**src/rtl/vpi_snap_mailbox.sv**
```systemverilog
// Snapshot mailbox: captures {count, half_count} pairs into a small FIFO with sequence tags.
// Optional delta field is built only when VPI_SNAP_DELTA_EN is defined.
module vpi_snap_mailbox #(
  parameter int WIDTH = 32,
  parameter int DEPTH = 4
) (
  input  logic             clk,
  input  logic             rst_n,
  input  logic [WIDTH-1:0] cnt_in,
  input  logic [WIDTH-1:0] half_in,
  input  logic             snap_req,
  input  logic             rd_en,
  output logic             rd_valid,
  output logic [WIDTH-1:0] rd_count,
  output logic [WIDTH-1:0] rd_half,
  output logic [WIDTH-1:0] rd_delta,
  output logic [7:0]       rd_seq,
  output logic             full,
  output logic             empty,
  output logic [7:0]       overrun_cnt
);

  localparam int AW = $clog2(DEPTH);

  logic [AW:0]      r_wptr, r_rptr;
  logic [7:0]       r_seq;
  logic [WIDTH-1:0] r_mem_cnt  [DEPTH];
  logic [WIDTH-1:0] r_mem_half [DEPTH];
  logic [7:0]       r_mem_seq  [DEPTH];

  logic        w_pop, w_push, w_drop;
  logic [AW:0] w_wptr_nxt, w_rptr_nxt;

  assign w_pop      = rd_en && !empty;
  assign w_push     = snap_req && (!full || w_pop);
  assign w_drop     = snap_req && !w_push;
  assign w_wptr_nxt = r_wptr + {{AW{1'b0}}, w_push};
  assign w_rptr_nxt = r_rptr + {{AW{1'b0}}, w_pop};

  // Flags are registered from the post-edge pointers so they match the new occupancy.
  always_ff @(posedge clk or negedge rst_n) begin
    if (!rst_n) begin
      r_wptr      <= '0;
      r_rptr      <= '0;
      r_seq       <= '0;
      full        <= 1'b0;
      empty       <= 1'b1;
      overrun_cnt <= '0;
      rd_valid    <= 1'b0;
      rd_count    <= '0;
      rd_half     <= '0;
      rd_seq      <= '0;
    end else begin
      r_wptr   <= w_wptr_nxt;
      r_rptr   <= w_rptr_nxt;
      full     <= (w_wptr_nxt[AW] != w_rptr_nxt[AW]) &&
                  (w_wptr_nxt[AW-1:0] == w_rptr_nxt[AW-1:0]);
      empty    <= (w_wptr_nxt == w_rptr_nxt);
      rd_valid <= w_pop;
      if (w_push) begin
        r_seq <= r_seq + 8'd1;
      end
      if (w_drop && (overrun_cnt != 8'hFF)) begin
        overrun_cnt <= overrun_cnt + 8'd1;
      end
      if (w_pop) begin
        rd_count <= r_mem_cnt[r_rptr[AW-1:0]];
        rd_half  <= r_mem_half[r_rptr[AW-1:0]];
        rd_seq   <= r_mem_seq[r_rptr[AW-1:0]];
      end
    end
  end

  always_ff @(posedge clk) begin
    if (w_push) begin
      r_mem_cnt[r_wptr[AW-1:0]]  <= cnt_in;
      r_mem_half[r_wptr[AW-1:0]] <= half_in;
      r_mem_seq[r_wptr[AW-1:0]]  <= r_seq;
    end
  end

`ifdef VPI_SNAP_DELTA_EN
  logic [WIDTH-1:0] r_last_count;
  logic [WIDTH-1:0] r_rd_delta;
  logic [WIDTH-1:0] r_mem_delta [DEPTH];

  always_ff @(posedge clk or negedge rst_n) begin
    if (!rst_n) begin
      r_last_count <= '0;
      r_rd_delta   <= '0;
    end else begin
      if (w_push) begin
        r_last_count <= cnt_in;
      end
      if (w_pop) begin
        r_rd_delta <= r_mem_delta[r_rptr[AW-1:0]];
      end
    end
  end

  always_ff @(posedge clk) begin
    if (w_push) begin
      r_mem_delta[r_wptr[AW-1:0]] <= cnt_in - r_last_count;
    end
  end

  assign rd_delta = r_rd_delta;
`else
  assign rd_delta = '0;
`endif

endmodule

```
**config.mk**
```make
export PLATFORM = sky130hd
export DESIGN_NAME = vpi_snap_mailbox
export DESIGN_NICKNAME = d
export VERILOG_FILES = /design/src/rtl/vpi_snap_mailbox.sv
export SDC_FILE = /design/constraint.sdc
export NUM_CORES = 1
export LEC_CHECK = 0
export ABC_AREA = 1
export CAP_MARGIN = 20
export CORE_MARGIN = 3
export CORE_UTILIZATION = 56
export CTS_CLUSTER_DIAMETER = 50
export CTS_CLUSTER_SIZE = 30
export DETAILED_ROUTE_END_ITERATION = 8
export PLACE_DENSITY = 0.8
export SLEW_MARGIN = 15
export SYNTH_ARGS = -nofsm -noshare
export SYNTH_HDL_FRONTEND = slang
export SYNTH_SLANG_ARGS = --single-unit
```
**constraint.sdc**
```tcl
create_clock -name clk -period 8 [get_ports clk]
set_clock_uncertainty 0.05 [all_clocks]
set_input_delay 1.6 -clock clk [delete_from_list [all_inputs] [get_ports clk]]
set_output_delay 1.6 -clock clk [all_outputs]
set_load 0.005 [all_outputs]
```
==> results.py, run 1 <==
metrics = {
    "outcome": {
        "outcome": "complete, no violations",
    },
    "timing": {
        "tns_ps": 0,
        "final.period_utilization_pct": 59.7,
        "finalSetupViolCount": 0,
        "finalHoldViolCount": 0,
        "setup_ws_ps": 3230,
        "timing.hold.ws_ps": 430,
        "drv_slew": 0,
        "grt_setup_unrepaired": "false",
        "max_slew_margin_pct": 33.0,
        "final.min_clock_period_ps": 4770,
        "fmax_mhz": 209,
        "tightest_slew_ps": 1000,
    },
    "power_and_ir_drop": {
        "p_leak_nw": 7.04,
        "power_mw": 6.54,
        "powerDensity_nw_per_um2": 367,
        "ir_worst_vdd_mv": 0.246,
    },
    "setup_path": {
        "start_kind": "input pin",
        "cp_common_cell": "nand2_1",
        "worst-path-max-fanout": 76,
        "end_kind": "flip-flop",
        "crit_path_max_incr_delay_ps": 870,
        "arrival_ps": 4900,
        "crit_path_cell_trace": "clkdlybuf4s50_1 > nand2_4 > nand2_1 > nand2_1 > nor3_2 > buf_4",
        "rr_worst_depth": 6,
        "crit_required_ps": 8120,
        "critPathKind": "in2reg",
        "r2r-end": "r_mem_seq[2][7]$_DFFE_PP_",
        "rrSetupSlack_ps": 4340,
        "critPathSlowestCell": "nor3_2",
        "worstReg2RegStart": "empty$_DFF_PN1_",
    },
    "floorplan": {
        "pin_count": 183,
        "die_area_sq_um": 29100,
        "core-area_sq_um": 26400,
        "die-width_um": 171,
        "fp.dieH_um": 171,
        "start_util_pct": 57.6,
        "rows": 59,
    },
    "final_layout": {
        "drive_above_1_share_pct": 5.18,
        "nNetsFinal": 1539,
        "area_delta_synth_final_pct": 17.4,
        "instances_no_fill": 1824,
    },
    "cts": {
        "clk_latency_ps": 550,
        "clock_sinks": 385,
        "clockBufferDepth": 3,
        "post_cts_buffers": 0,
        "cts_resized": 0,
        "clk_pin_slew_worst_paths_ps": 70,
        "cts_tree": "yes",
        "cts-root-buf": "clkbuf_16",
        "cts_max_level": 1,
        "cts_inserted_buffers": 29,
        "cts_hold_buf": 0,
    },
    "yosys": {
        "synth_ff_type": "edfxtp_1",
        "ys_warn_count": 0,
        "synthTopCellsByCount": "nand2_1, nor2_1, edfxtp_1",
        "synth_cell_types": 26,
        "netlist_area_sq_um": 15200,
        "synth_top_area_share_pct": 57.0,
        "synth_area_leaders": "edfxtp_1, dfrtp_1, nand2_1",
        "async_flop_share_pct": 25.2,
        "ys_ff_latch": 385,
        "post_synth.cell_area_avg_sq_um": 11.4,
        "synth_edf_count": 288,
        "yosysMostFrequentCell": "nand2_1",
        "synthCells": 1335,
        "synth-seq-area-share_pct": 73.0,
        "yosysTopAreaCell": "edfxtp_1",
    },
    "placement": {
        "gp_congestion": 0.749,
        "dp_hpwl_um": 18000,
        "port_buffers": 150,
        "dp.cells": 1768,
        "pre_cts_ws_ps": 2720,
    },
    "drt": {
        "drc": 0,
        "wl_per_cell_um": 17.1,
        "drtAntennaViolNets": 0,
        "via_count": 9643,
        "initialDrtViolationCount": 932,
        "vias_per_cell": 5.29,
        "firstDrtPassIters": 5,
        "wirelength_um": 31100,
    },
    "hold_path": {
        "hold_depth": 2,
        "hp-start": "rd_count[31]$_DFFE_PN0P_",
        "min_path_type": "reg2reg",
        "min_to": "rd_count[31]$_DFFE_PN0P_",
    },
    "global_route": {
        "grt_max_degree": 103,
        "grt_pass1_wl_um": 49900,
        "antenna_found_initial": 4,
        "grt_overflow": 0,
        "grt_pass1_vias": 9766,
        "grt_use_total_pct": 21.5,
    },
    "job": {
        "max_cap_violations": 0,
    },
}
==> stage by stage <==
stage	instance area, sq um	utilization (%)
2_1_floorplan	15300	-
3_3_place_gp	16800	63.7
3_5_place_dp	16800	63.7
4_1_cts	17800	67.6
5_1_grt	17800	67.7
6_report	17800	67.7
==> area by class of cell <==
cell class	count	area, sq um
clock buffer	30	729
fill	1815	8520
clock inverter	23	293
sequential	385	11100
antenna	2	5.00
tap	335	419
timing repair buffer	162	1620
inverter	19	73.8
multi-input combinational	868	3610
==> flip-flops by register name, indices dropped and copies added, names as in the netlist, 3 cells and up <==
name	cells
r_mem_cnt	128
r_mem_half	128
r_mem_seq	32
rd_count	32
rd_half	32
overrun_cnt	8
r_seq	8
rd_seq	8
r_rptr	3
r_wptr	3
==> critical path: cells and delay by family <==
| kind | cells | cell delay [ps] |
|---|---|---|
| AND/OR/NAND/NOR | 4 | 1880 |
| buffers and inverters | 2 | 1310 |
==> where the power goes <==
| group | switching [mW] | leakage, nW | internal, mW | total (mW) |
|---|---|---|---|---|
| clock network | 0.748 | 0.495 | 0.779 | 1.53 |
| registers | 0.298 | 3.85 | 2.71 | 3.00 |
| logic | 1.20 | 2.69 | 0.810 | 2.01 |
| total | 2.24 | 7.04 | 4.29 | 6.54 |
==> cells by family (layout without fill, tap and decap cells) <==
kind of cell | Yosys count | count (layout) | synth area share, %
simple gates | 669 | 669 | 16.7
flops | 385 | 385 | 73.0
compound gates | 150 | 150 | 4.95
buf+inv | 113 | 234 | 4.24
xor+xnor | 11 | 11 | 0.635
fa+ha+maj | 6 | 6 | 0.495
other cells | 1 | 34 | 0.0247
==> routing by layer <==
layer	GRT usage [%]	wire length, um	vias up
met1	27.6	12700	4645
met3	2.93	1920	39
met4	6.42	572	4
met5	0	26	-
li1	-	-	4633
met2	38.6	16000	322
==> layout by cell type, fill, tap and decap left out, types with 2 or more instances in the layout <==
cell	n
inv_6	5
a21oi_1	2
clkinv_8	3
buf_12	2
xnor2_1	7
clkdlybuf4s50_1	149
nor2_1	301
nand3_1	6
buf_4	10
inv_12	2
nand2_1	353
o21ai_0	88
bufinv_16	2
inv_1	15
xor2_1	4
diode_2	2
inv_8	7
edfxtp_1	288
nor3_2	3
inv_2	2
clkbuf_16	29
conb_1	32
o21ai_1	60
clkinvlp_4	2
ha_1	6
dfrtp_1	94
==> worst max-delay path by stage <==
stage,cells after the start,slack (ps),from,end
final,6,3230,rd_en,r_mem_seq[2][7]$_DFFE_PP_
after global routing,6,2980,rd_en,r_mem_half[2][26]$_DFFE_PP_
after CTS,6,3300,rd_en,r_mem_half[2][17]$_DFFE_PP_
after detailed placement,6,2720,rd_en,r_mem_half[2][21]$_DFFE_PP_
after global placement,6,2780,rd_en,r_mem_cnt[2][22]$_DFFE_PP_
after floorplan,5,470,rd_en,r_mem_cnt[0][0]$_DFFE_PP_
Power figures use the tool's default switching activity.
==> inputs of run 2 (changes only) <==
==> constraint.sdc (replaced) <==
create_clock -name clk -period 5 [get_ports clk]
set_clock_uncertainty 0.05 [all_clocks]
set_input_delay 1 -clock clk [delete_from_list [all_inputs] [get_ports clk]]
set_output_delay 1 -clock clk [all_outputs]
set_load 0.005 [all_outputs]
==> run 2 against run 1 <==
  * Power up 62%
  * Non-clock buffer count up 3
  * Die area unchanged
  * Critical path type unchanged
  * Highest routed layer is now met4
==> results.py, run 2 (synthesized netlist as in run 1, its figures left out) <==
metrics = {
    "outcome": {
        "outcome": "complete, no violations",
    },
    "final_layout": {
        "mostFrequentLayoutCell": "nand2_1",
        "final_area_sq_um": 18000,
        "instances_no_fill": 1835,
        "utilization_pct": 68.1,
        "mostFrequentLayoutCells": "nand2_1, nor2_1, edfxtp_1",
        "drive_above_1_share_pct": 5.87,
        "nNetsFinal": 1547,
        "area_delta_synth_final_pct": 18.3,
        "fill_cells": 1833,
        "multiInputGateArea_sq_um": 3600,
        "seq_area_sq_um": 11100,
    },
    "cts": {
        "clk_pin_slew_worst_paths_ps": 70,
        "clockBufferDepth": 3,
        "cts_resized": 0,
        "clk_latency_ps": 510,
        "cts_max_level": 2,
        "clock_sinks": 385,
        "cts_hold_buf": 0,
        "cts_inserted_buffers": 34,
        "post_cts_buffers": 0,
        "cts-root-buf": "clkbuf_16",
        "cts_tree": "yes",
    },
    "timing": {
        "finalSetupViolCount": 0,
        "tightest_slew_ps": 1090,
        "final.period_utilization_pct": 59.9,
        "timing.hold.ws_ps": 427,
        "drv_slew": 0,
        "grt_setup_unrepaired": "false",
        "finalHoldViolCount": 0,
        "setup_ws_ps": 2010,
        "final.min_clock_period_ps": 2990,
        "fmax_mhz": 334,
        "max_slew_margin_pct": 27.5,
        "tns_ps": 0,
    },
    "setup_path": {
        "arrival_ps": 3390,
        "crit_required_ps": 5390,
        "worst-path-max-fanout": 13,
        "rr_worst_depth": 6,
        "end_kind": "flip-flop",
        "startpoint": "rd_en",
        "critPathKind": "in2reg",
        "rrSetupSlack_ps": 2190,
        "r2r-end": "full$_DFF_PN0_",
        "worstReg2RegStart": "r_rptr[0]$_DFF_PN0_",
        "start_kind": "input pin",
    },
    "drt": {
        "drtAntennaViolNets": 0,
        "firstDrtPassIters": 5,
        "wl_per_cell_um": 16.9,
        "initialDrtViolationCount": 769,
        "wirelength_um": 31100,
        "vias_per_cell": 5.26,
        "drc": 0,
        "via_count": 9651,
    },
    "job": {
        "max_cap_violations": 0,
    },
    "power_and_ir_drop": {
        "power.switching_mw": 3.61,
        "switching_share_pct": 34.0,
        "comb_power_share_pct": 30.5,
        "power_mw": 10.6,
        "power.internal_mw": 7.01,
        "p_clk_share_pct": 24.8,
        "seq_power_share_pct": 44.7,
        "powerDensity_nw_per_um2": 591,
        "ir_worst_vdd_mv": 0.324,
        "p_leak_nw": 7.11,
    },
    "floorplan": {
        "start_util_pct": 57.6,
        "fp.dieH_um": 171,
        "rows": 59,
        "die-width_um": 171,
        "core-area_sq_um": 26400,
        "die_area_sq_um": 29100,
        "pin_count": 183,
    },
    "global_route": {
        "grt_pass1_wl_um": 49100,
        "grt_use_total_pct": 21.4,
        "antenna_found_initial": 2,
        "grt_max_degree": 100,
        "grt_pass1_vias": 9503,
        "grt_overflow": 0,
    },
    "placement": {
        "port_buffers": 150,
        "postPlaceCellArea_sq_um": 16800,
        "dp_hpwl_um": 17300,
        "gp_congestion": 0.745,
        "dp.cells": 1772,
        "pre_cts_ws_ps": 1500,
    },
    "hold_path": {
        "hold_depth": 2,
        "min_path_type": "reg2reg",
        "min_to": "rd_count[31]$_DFFE_PN0P_",
        "hp-start": "rd_count[31]$_DFFE_PN0P_",
    },
}
run 2: power by group through the flow:
| stage | Clock [mW] | Sequential (mW) | Combinational, mW |
|---|---|---|---|
| finish | 2.64 | 4.74 | 3.24 |
| global route | 2.83 | 4.83 | 3.66 |
| detailed placement | 0 | 4.81 | 3.26 |
| CTS | 2.68 | 4.75 | 3.28 |
| global placement | 0 | 4.78 | 3.16 |
| floorplan | 0 | 4.77 | 2.06 |
run 2: how the worst max path moves through the flow:
stage          slack (ps)                   endpoint
6_report             2010            empty$_DFF_PN1_
5_1_grt              1740            empty$_DFF_PN1_
4_1_cts              2020            empty$_DFF_PN1_
3_5_place_dp         1500            empty$_DFF_PN1_
3_3_place_gp         1640            empty$_DFF_PN1_
2_1_floorplan       -1930  r_mem_cnt[0][0]$_DFFE_PP_
run 2: critical path, stage by stage:
cell	delay, ps
clkdlybuf4s50_1	440
nand2_4	100
nand2_1	50
nand2_1	410
clkinv_1	380
ha_1	290
ha_1	190
xnor2_1	190
inv_1	80
nand2_1	90
nand2_1	50
nor2_1	100
run 2: layer usage:
layer	wire length [um]	track usage, %
met4	721	6.91
met3	1800	3.60
met1	13100	27.9
met2	15400	37.1
met5	0	0
run 2: layout make-up:
class,instances,area share [%]
clock inverters,24,1.47
inverters,19,0.411
multi-input cells,868,20.1
clock buffers,37,4.98
repair buffers,165,8.98
diodes,2,0.0279
well taps,335,2.33
flip-flops and latches,385,61.7
